File: config.mk
export PLATFORM = sky130hd
export DESIGN_NAME = cpu_paddle_driver_flat
export DESIGN_NICKNAME = d
export VERILOG_FILES = /design/src/rtl/pong_pkg.sv /design/src/rtl/cpu_paddle_driver_if.sv /design/src/rtl/reaction_timer.sv /design/src/rtl/cpu_paddle_driver.sv /design/src/flat_wrapper.sv
export SDC_FILE = /design/constraint.sdc
export NUM_CORES = 1
export LEC_CHECK = 0
export CAP_MARGIN = 10
export CORE_MARGIN = 2
export CORE_UTILIZATION = 58
export CTS_BUF_LIST = sky130_fd_sc_hd__clkbuf_16
export DETAILED_ROUTE_END_ITERATION = 10
export GPL_TIMING_DRIVEN = 0
export PLACE_DENSITY = 0.85
export SLEW_MARGIN = 20
export SYNTH_ARGS = -nofsm -noshare
export SYNTH_HDL_FRONTEND = slang
export SYNTH_SLANG_ARGS = --single-unit
File: constraint.sdc
create_clock -name clock -period 6 [get_ports clock]
set_clock_uncertainty 0.2 [all_clocks]
set_input_delay 0.6 -clock clock [delete_from_list [all_inputs] [get_ports clock]]
set_output_delay 0.6 -clock clock [all_outputs]
set_load 0.03 [all_outputs]
File: src/rtl/pong_pkg.sv
// Shared pong definitions: position width, playfield constants and the
// computer-paddle FSM state encoding.
//   POS_W          : width of every Y coordinate
//   CENTER_YPOS    : rest position for a paddle when the ball recedes
//   SCREEN_TOP/BOT : vertical limits enforced by the paddle-movement block
package pong_pkg;

  localparam int POS_W = 10;

  localparam logic [POS_W-1:0] CENTER_YPOS   = 10'd220;
  localparam logic [POS_W-1:0] SCREEN_TOP    = 10'd21;
  localparam logic [POS_W-1:0] SCREEN_BOTTOM = 10'd459;

  localparam logic [1:0] ST_IDLE      = 2'd0;
  localparam logic [1:0] ST_WAIT      = 2'd1;
  localparam logic [1:0] ST_MOVE_UP   = 2'd2;
  localparam logic [1:0] ST_MOVE_DOWN = 2'd3;

  typedef enum logic [1:0] {
    S_IDLE      = ST_IDLE,
    S_WAIT      = ST_WAIT,
    S_MOVE_UP   = ST_MOVE_UP,
    S_MOVE_DOWN = ST_MOVE_DOWN
  } paddle_state_t;

  // Magnitude of an (POS_W+1)-bit two's complement error. The error is a
  // difference of two zero-extended positions, so it never reaches the most
  // negative code and the negation cannot wrap.
  function automatic logic [POS_W:0] err_mag(input logic [POS_W:0] e);
    return e[POS_W] ? (~e + 1'b1) : e;
  endfunction

endpackage

File: src/rtl/cpu_paddle_driver_if.sv
// Position/command bundle between the game logic and the computer paddle
// driver.
//   inPlay       : 1 = game running
//   ballY        : ball centre Y
//   ballApproach : 1 = ball travelling toward this paddle
//   paddleY      : current paddle Y from the movement block
//   up / down    : movement requests back to the movement block
interface cpu_paddle_driver_if;
  import pong_pkg::*;

  logic             inPlay;
  logic [POS_W-1:0] ballY;
  logic             ballApproach;
  logic [POS_W-1:0] paddleY;
  logic             up;
  logic             down;

  modport master (
    output inPlay, ballY, ballApproach, paddleY,
    input  up, down
  );

  modport slave (
    input  inPlay, ballY, ballApproach, paddleY,
    output up, down
  );

endinterface

File: src/rtl/reaction_timer.sv
// Loadable down-counter that paces the opponent's reaction.
//   clock, reset : system clock, synchronous active-high reset
//   load         : load load_val (wins over dec)
//   clear        : force the count to zero
//   dec          : decrement by one, saturating at zero
//   load_val     : value taken on load
//   zero         : count is zero
module reaction_timer #(
  parameter int WIDTH = 8
) (
  input  logic             clock,
  input  logic             reset,
  input  logic             load,
  input  logic             clear,
  input  logic             dec,
  input  logic [WIDTH-1:0] load_val,
  output logic             zero
);

  logic [WIDTH-1:0] cnt;

  always_ff @(posedge clock) begin
    if (reset || clear) begin
      cnt <= '0;
    end else if (load) begin
      cnt <= load_val;
    end else if (dec && (cnt != '0)) begin
      cnt <= cnt - 1'b1;
    end
  end

  assign zero = (cnt == '0);

endmodule

File: src/rtl/cpu_paddle_driver.sv
// Computer opponent for the right-hand paddle. Chases the ball Y while the
// ball approaches, returns to the screen centre while it recedes, and only
// starts a move after the error has stayed outside a deadband for a
// reaction delay.
//   clock, reset : system clock, synchronous active-high reset
//   pif          : slave side of cpu_paddle_driver_if (positions in,
//                  registered up/down requests out)
//
// state      | meaning
// -----------+-------------------------------------------------------
// S_IDLE     | on target (within deadband) or just finished a move
// S_WAIT     | error outside deadband, reaction delay running
// S_MOVE_UP  | requesting paddle Y decrement until target reached
// S_MOVE_DOWN| requesting paddle Y increment until target reached
module cpu_paddle_driver
  import pong_pkg::*;
#(
  parameter logic [POS_W-1:0] CENTER_YPOS = pong_pkg::CENTER_YPOS,
  parameter logic [POS_W-1:0] DEADBAND    = 10'd8,
  parameter logic [7:0]       REACT_DELAY = 8'd20
) (
  input logic                clock,
  input logic                reset,
  cpu_paddle_driver_if.slave pif
);

  paddle_state_t state, state_next;

  logic [POS_W-1:0] target;
  logic [POS_W:0]   err;
  logic [POS_W:0]   err_abs;
  logic             outside_band;
  logic             err_neg;
  logic             err_pos;

  logic timer_load;
  logic timer_dec;
  logic timer_clear;
  logic timer_zero;

  logic up_q;
  logic down_q;

  assign target       = pif.ballApproach ? pif.ballY : CENTER_YPOS;
  assign err          = {1'b0, target} - {1'b0, pif.paddleY};
  assign err_abs      = err_mag(err);
  assign outside_band = (err_abs > {1'b0, DEADBAND});
  assign err_neg      = err[POS_W];
  assign err_pos      = !err[POS_W] && (err != '0);

  // Pausing wipes any pending reaction so play resumes with a full delay.
  assign timer_clear  = !pif.inPlay;

  reaction_timer #(
    .WIDTH (8)
  ) u_timer (
    .clock    (clock),
    .reset    (reset),
    .load     (timer_load),
    .clear    (timer_clear),
    .dec      (timer_dec),
    .load_val (REACT_DELAY - 8'd1),
    .zero     (timer_zero)
  );

  always_comb begin
    state_next = state;
    timer_load = 1'b0;
    timer_dec  = 1'b0;

    unique case (state)
      S_IDLE: begin
        if (outside_band) begin
          state_next = S_WAIT;
          timer_load = 1'b1;
        end
      end
      S_WAIT: begin
        if (!outside_band) begin
          state_next = S_IDLE;
        end else if (timer_zero) begin
          state_next = err_neg ? S_MOVE_UP : S_MOVE_DOWN;
        end else begin
          timer_dec = 1'b1;
        end
      end
      // A move always ends in IDLE, even when the target has jumped to the
      // other side; the reversal then pays the reaction delay again.
      S_MOVE_UP: begin
        if (!err_neg) begin
          state_next = S_IDLE;
        end
      end
      S_MOVE_DOWN: begin
        if (!err_pos) begin
          state_next = S_IDLE;
        end
      end
      default: begin
        state_next = S_IDLE;
      end
    endcase

    if (!pif.inPlay) begin
      state_next = S_IDLE;
      timer_load = 1'b0;
      timer_dec  = 1'b0;
    end
  end

  // Outputs decode the next state so they switch on the same edge the FSM
  // enters or leaves a move.
  always_ff @(posedge clock) begin
    if (reset) begin
      state  <= S_IDLE;
      up_q   <= 1'b0;
      down_q <= 1'b0;
    end else begin
      state  <= state_next;
      up_q   <= (state_next == S_MOVE_UP);
      down_q <= (state_next == S_MOVE_DOWN);
    end
  end

  assign pif.up   = up_q;
  assign pif.down = down_q;

endmodule

File: src/flat_wrapper.sv
// flat-port wrapper written by rule: the top's interface ports become plain ports
module cpu_paddle_driver_flat import pong_pkg::*;
#(
  parameter logic [POS_W-1:0] CENTER_YPOS = pong_pkg::CENTER_YPOS,
  parameter logic [POS_W-1:0] DEADBAND    = 10'd8,
  parameter logic [7:0]       REACT_DELAY = 8'd20
)
  (clock, reset, pif_inPlay, pif_ballY, pif_ballApproach, pif_paddleY, pif_up, pif_down);
  cpu_paddle_driver_if pif_i ();
  input logic clock;
  input logic reset;
  input wire logic [$bits(pif_i.inPlay)-1:0] pif_inPlay;
  input wire logic [$bits(pif_i.ballY)-1:0] pif_ballY;
  input wire logic [$bits(pif_i.ballApproach)-1:0] pif_ballApproach;
  input wire logic [$bits(pif_i.paddleY)-1:0] pif_paddleY;
  output wire logic [$bits(pif_i.up)-1:0] pif_up;
  output wire logic [$bits(pif_i.down)-1:0] pif_down;
  assign pif_i.inPlay = pif_inPlay;
  assign pif_i.ballY = pif_ballY;
  assign pif_i.ballApproach = pif_ballApproach;
  assign pif_i.paddleY = pif_paddleY;
  assign pif_up = pif_i.up;
  assign pif_down = pif_i.down;
  cpu_paddle_driver #(.CENTER_YPOS(CENTER_YPOS), .DEADBAND(DEADBAND), .REACT_DELAY(REACT_DELAY)) u_core (.clock(clock), .reset(reset), .pif(pif_i));
endmodule
Yosys cells after proc, flatten, opt, wreduce, memory -nomap -nowiden
Cells that the tools add are included.

word-level totals
  flip-flop bits (word level) = 12
  input bits = 24
  output and inout bits = 2
  word-level logic and storage cells = 45

cells by class
  add/sub/neg operators = 3
  $lt $le $gt $ge = 1
  equality and inequality tests = 5
  multiplexer cells = 19
  bitwise gates (word level) = 1
  reduce and logical (&&, ||, !) cells = 11

operators with widths
  cell                                                            count
  2-to-1 mux 2 bit                                                6
  adder 11 x 1 -> 11 bit, second input constant                   1
  greater-than comparator 11 x 4 -> 1 bit, second input constant  1
  2-to-1 mux 11 bit                                               1
  inverter 11 bit                                                 1
  nonzero test 11 bit                                             1
  subtractor 10 x 10 -> 11 bit                                    1
  2-to-1 mux 10 bit                                               1
  2-to-1 mux 5 bit                                                2
  equality test 2 bit, second input constant                      4
  logical NOT 8 bit                                               1
  2-to-1 mux 1 bit                                                8
  case mux 2 bit (4 select lines)                                 1
  nonzero test 8 bit                                              1
  subtractor 8 x 1 -> 8 bit, second input constant                1
  equality test 2 x 1 -> 1 bit, second input constant             1
  logical AND 1 bit                                               2
  logical NOT 1 bit                                               2
  logical NOT 2 bit                                               1
  nonzero test 2 bit                                              1
  OR reduction 2 bit                                              1
  logical OR 1 bit                                                1

Depth between registers and ports, before layout
  word-level depth = 12
  gate-level depth with buffers = 16
  depth with buffers taken out = 15

Cells and area by module
From an unflattened synthesis, not the netlist that was laid out.

unflattened totals
  cells, all modules = 203
  area total of the unflattened synthesis = 1569.0 um^2

modules (own cells, without submodules)
  module             times used  cells each  area an instance (um^2)  seq. area each (um^2)
  cpu_paddle_driver  1           146         1092.3                   80.1
  reaction_timer     1           57          476.7                    160.2

Worst setup path before layout
No wires, ideal clock.

  path kind = input -> register
  from = in pif_ballY[0]
  to = reg u_core.state[0]
  library setup time = 0.115 ns
  arrival = 3.004 ns
  data required time = 5.685 ns
  setup slack = 2.682 ns
  stages on the path = 15
  buffers on the path = 0
  path through = nand2_1 > ha_1 > inv_1 > fa_1 > inv_1 > ha_1 > nand2b_1 > nand3_1 > o211ai_1 > mux2i_1 > o21ai_0 > a22oi_1 > o221ai_4 > o221a_2 > o21a_1

between the ends
  longest elaborated chain between the ends = 9
  elaborated cells between the ends (all ways) = 17
  classes of those cells = 2 x add/sub; 1 x order compare; 10 x mux; 1 x bitwise; 3 x reduce/logical

RTL lines
  what                                        RTL line                                          source
  from (decl)                                 flat_wrapper.sv:13                                input wire logic [$bits(pif_i.ballY)-1:0] pif_ballY;
  2-to-1 mux 10 bit (*)                       cpu_paddle_driver.sv:44                           assign target = pif.ballApproach ? pif.ballY : CENTER_YPOS;
  subtractor 10 x 10 -> 11 bit (*)            cpu_paddle_driver.sv:45                           assign err = {1'b0, target} - {1'b0, pif.paddleY};
  inverter 11 bit                             pong_pkg.sv:30                                    return e[POS_W] ? (~e + 1'b1) : e;
  adder 11 x 1 -> 11 bit                      pong_pkg.sv:30
  2-to-1 mux 11 bit                           pong_pkg.sv:30
  greater-than comparator 11 x 4 -> 1 bit     cpu_paddle_driver.sv:47                           assign outside_band = (err_abs > {1'b0, DEADBAND});
  2-to-1 mux 2 bit, on equally long branches  cpu_paddle_driver.sv:79, cpu_paddle_driver.sv:73
  case mux 2 bit (4 select lines) (*)         cpu_paddle_driver.sv:71                           unique case (state)
  2-to-1 mux 2 bit (*)                        cpu_paddle_driver.sv:104                          if (!pif.inPlay) begin
  to (signal assigned)                        cpu_paddle_driver.sv:119                          state <= state_next;
  to (decl)                                   cpu_paddle_driver.sv:27                           paddle_state_t state, state_next;

Mark *: on every way between the ends. The rest lies on a longest branch, timed or not.
A chain may end at the register's enable or synchronous reset.

Final worst setup path
  from = in pif_ballApproach
  to = reg u_core.down_q (netlist: u_core.pif.down)

between the ends
  longest elaborated chain between the ends = 10
  elaborated cells between the ends (all ways) = 18
  classes of those cells = 2 x add/sub; 1 x order compare; 1 x eq/ne; 10 x mux; 1 x bitwise; 3 x reduce/logical

RTL lines
  what                                        RTL line                                          source
  from (decl)                                 flat_wrapper.sv:14                                input wire logic [$bits(pif_i.ballApproach)-1:0] pif_ballApproach;
  2-to-1 mux 10 bit (*)                       cpu_paddle_driver.sv:44
  subtractor 10 x 10 -> 11 bit (*)            cpu_paddle_driver.sv:45
  inverter 11 bit                             pong_pkg.sv:30
  adder 11 x 1 -> 11 bit                      pong_pkg.sv:30
  2-to-1 mux 11 bit                           pong_pkg.sv:30
  greater-than comparator 11 x 4 -> 1 bit     cpu_paddle_driver.sv:47
  2-to-1 mux 2 bit, on equally long branches  cpu_paddle_driver.sv:79, cpu_paddle_driver.sv:73
  case mux 2 bit (4 select lines) (*)         cpu_paddle_driver.sv:71
  2-to-1 mux 2 bit (*)                        cpu_paddle_driver.sv:104
  equality test 2 bit (*)                     cpu_paddle_driver.sv:121                          down_q <= (state_next == S_MOVE_DOWN);
  to (signal assigned)                        cpu_paddle_driver.sv:121
  to (decl)                                   cpu_paddle_driver.sv:42                           logic down_q;

Marks and branches as above.

==> metrics.md <==
| Metric | Value |
|---|---|
| Crit share post-route | `68.96%` |
| Worst-path maximum fanout | `10` |
| Yosys warns | `0` |
| Nets | `273` |
| Yosys top cell area share | `15.61%` |
| Worst endpoint required time | `5.93 ns` |
| Worst Max-Slew Pin Slew | `0.4493 ns` |
| Commonest register cell after synthesis | `dfxtp_1` |
| Area Growth Syn to Fin | `23.58%` |
| Avg WL per Cell | `14.56 um` |
| Endpoint class of the critical path | `register` |
| Post-Synthesis Cells | `205` |
| Largest net degree at the start of global routing | `11` |
| First-pass GRT wire length | `6713 um` |
| Core Region | `2500 um2` |
| Pwr per Cell Area | `201.3 nW/um2` |
| Htree depth | `1` |
| Peak Freq | `241.7 MHz` |
| Worst-path clk slew | `0.04 ns` |
| Initial antenna violation count | `0` |
| Synth area leader | `dfxtp_1` |
| Final TNS setup | `0 ns` |
| Synthesized area per cell | `7.507 um2` |
| Total routed wirelength | `3828 um` |
| Die width | `55.51 um` |
| Setup Buffers After CTS | `0` |
| CTS tree | `yes` |
| Slew headroom | `69.85%` |
| Hold-fix buffers at CTS | `0` |
| Max IR drop VDD | `0.2333 mV` |
| Arr. time, crit path | `4.07 ns` |
| RSZ-0062 raised after global routing | `false` |
| Die footprint | `3081 um2` |
| #FFs+latches synth | `12` |
| Net Sw Power | `0.1351 mW` |
| Crit start category | `input port` |
| DRC viols | `0` |
| Num rows | `18` |
| Net Sw Frac | `35.29%` |
| Worst hold-check path type | `register to register` |
| Asr flop ratio synth | `0%` |
| Max Root-Sink Buffers | `2` |
| Pleak | `0.7630 nW` |
| Fraction of layout cells with a size suffix above 1 | `8.155%` |
| Slew Limit Fails | `0` |
| CTS Sinks | `12` |
| Setup Crit Path Kind | `input port to register` |
| Initial DRC count | `99` |
| Combinational share of power | `45.8%` |
| Ant diodes | `0` |
| Post-synthesis sequential area ratio | `15.61%` |
| Clock Tree Root | `clkbuf_16` |
| Post-synth EDFFs | `0` |
| GRT Resource Usage Total | `26.07%` |
| Final ANT Viol Nets | `0` |
| Post-DP HPWL | `2959 um` |
| Ports | `26` |
| Cell Area, Synth | `1539 um2` |
| Final Setup Violations | `0` |
| GP Congestion | `0.9042` |
| CTS Buf Count | `3` |
| Number of I/O port buffers | `25` |
| Vias | `1646` |
| Final hold violations | `0` |
| Initial Utilization | `61.56%` |
| Area contributors post-synth | `dfxtp_1 16%, ha_1 11%, nor2_1 4.9%` |
| Maxcap violations | `0` |
| Clock Latency Late Sink | `0.24 ns` |
| Int Pwr | `0.2478 mW` |
| Vias in the first global route | `1594` |
| Drt via density | `6.259` |
| Sequential power share | `22.7%` |
| Synth unique cells | `59` |
| Grt total ovfl | `0` |
| Status | `complete, no violations` |
| Post-synthesis net count | `243` |
| Clock network fraction of design power | `31.4%` |
| Die Height | `55.51 um` |
| Final min period | `4.137 ns` |
| Hold Slack | `0.2645 ns` |
| Drt pass-1 iters | `4` |
| Post-cts sizing count | `0` |
-- worst max-delay path: stages --
cell,delay [ns]
clkdlybuf4s50_1,0.61
nand2_1,0.16
ha_1,0.17
inv_1,0.05
fa_1,0.42
xnor2_1,0.37
nand3_1,0.21
nor3_2,0.36
nand2_1,0.11
xor2_1,0.17
a31oi_2,0.31
buf_6,0.21
o21ai_2,0.07
a222oi_1,0.25
-- layout by cell type (no fill, tap or decap), types with 2 or more instances in the layout --
cell              n
and3_1            3
nand3_1           8
buf_6             2
o211a_1           5
clkdlybuf4s50_1  25
o31ai_1           2
a21o_1            2
a21oi_2           2
o22ai_1           2
o41ai_1           2
o21a_1            3
o2111ai_1         3
and2_1            6
nand2b_1         10
nor3_2            2
xor2_1            3
nor3_1            6
nor2_1           20
ha_1             13
inv_1            16
o21ai_1           3
a21oi_1           9
dfxtp_1          12
o21ai_0           9
nor2b_1           5
nand2_1          17
xnor2_1           4
o211ai_1          4
clkbuf_16         3
-- cells in the mapped netlist, types with 2 or more instances --
cell       instances
ha_1              13
o21ai_1            3
o211a_1            5
o21ai_0            9
o31ai_1            2
a21oi_2            2
nor3_2             2
o41ai_1            2
inv_1             16
dfxtp_1           12
nor2b_1            5
nor3_1             6
nor2_1            20
xor2_1             3
and3_1             3
nand2b_1          10
and2_1             6
buf_6              2
a21o_1             2
xnor2_1            4
o2111ai_1          3
nand3_1            8
o21a_1             3
o22ai_1            2
a21oi_1            9
o211ai_1           4
nand2_1           17
-- power by group through the flow --
stage	Sequential (mW)	Combinational, mW	Clock, mW
finish	0.0870	0.176	0.120
global route	0.0877	0.194	0.122
CTS	0.0870	0.173	0.120
detailed placement	0.0884	0.171	0
global placement	0.0882	0.164	0
floorplan	0.0891	0.128	0
-- worst paths after layout --
path	startpoint	end	slack, ns	cells past startpoint
setup reg to reg	u_core.u_timer.cnt[2]	u_core.u_timer.cnt[3]	3.30	8
setup / recovery	pif_ballApproach	u_core.pif.down	1.86	14
hold reg to reg	u_core.u_timer.cnt[7]	u_core.u_timer.cnt[7]	0.26	2
hold / removal	u_core.u_timer.cnt[7]	u_core.u_timer.cnt[7]	0.26	2
-- stage by stage --
stage | setup slack, ns | instances | total power [mW] | cell area (um2) | util (%)
5_1_grt | 1.526 | 263 | 0.4041 | 1902 | 76.08
4_1_cts | 1.880 | 263 | 0.3807 | 1902 | 76.08
6_report | 1.863 | 263 | 0.3829 | 1902 | 76.08
3_3_place_gp | 1.831 | 260 | 0.2522 | 1827 | 73.07
2_1_floorplan | 2.682 | 205 | 0.2170 | 1539 | -
3_5_place_dp | 1.643 | 260 | 0.2596 | 1827 | 73.07
-- routing by layer --
layer	GRT usage, %	vias to the layer above	part of all wire [%]
li1	-	816	-
met1	33.81	763	46
met2	43.54	61	48
met3	5.386	6	5.2
met4	7.317	0	0.65
met5	0	-	0
-- flip-flops by register name, summed over array words and instances (netlist names) --
name / count
u_core.pif.up: 1
u_core.pif.down: 1
u_core.state: 2
u_core.u_timer.cnt: 8
-- cell families after synthesis --
kind of cell	share of synthesized area, %
xor gates and xnor gates	3.984
muxes	0.6504
buffers and inverters	6.178
adders and majority gates	11.87
AOI/OAI and AO/OA	32.85
and+or+nand+nor	28.86
DFF	15.61
-- final cells by class --
| type | count | area [um2] |
|---|---|---|
| fillers | 196 | 598.1 |
| plain buffers | 4 | 31.28 |
| clock buffers | 3 | 75.07 |
| multi-input cells | 172 | 1204 |
| well taps | 30 | 37.54 |
| flip-flops and latches | 12 | 240.2 |
| repair buffers | 25 | 250.2 |
| inverters | 17 | 63.81 |
Power figures use the tool's default switching activity.
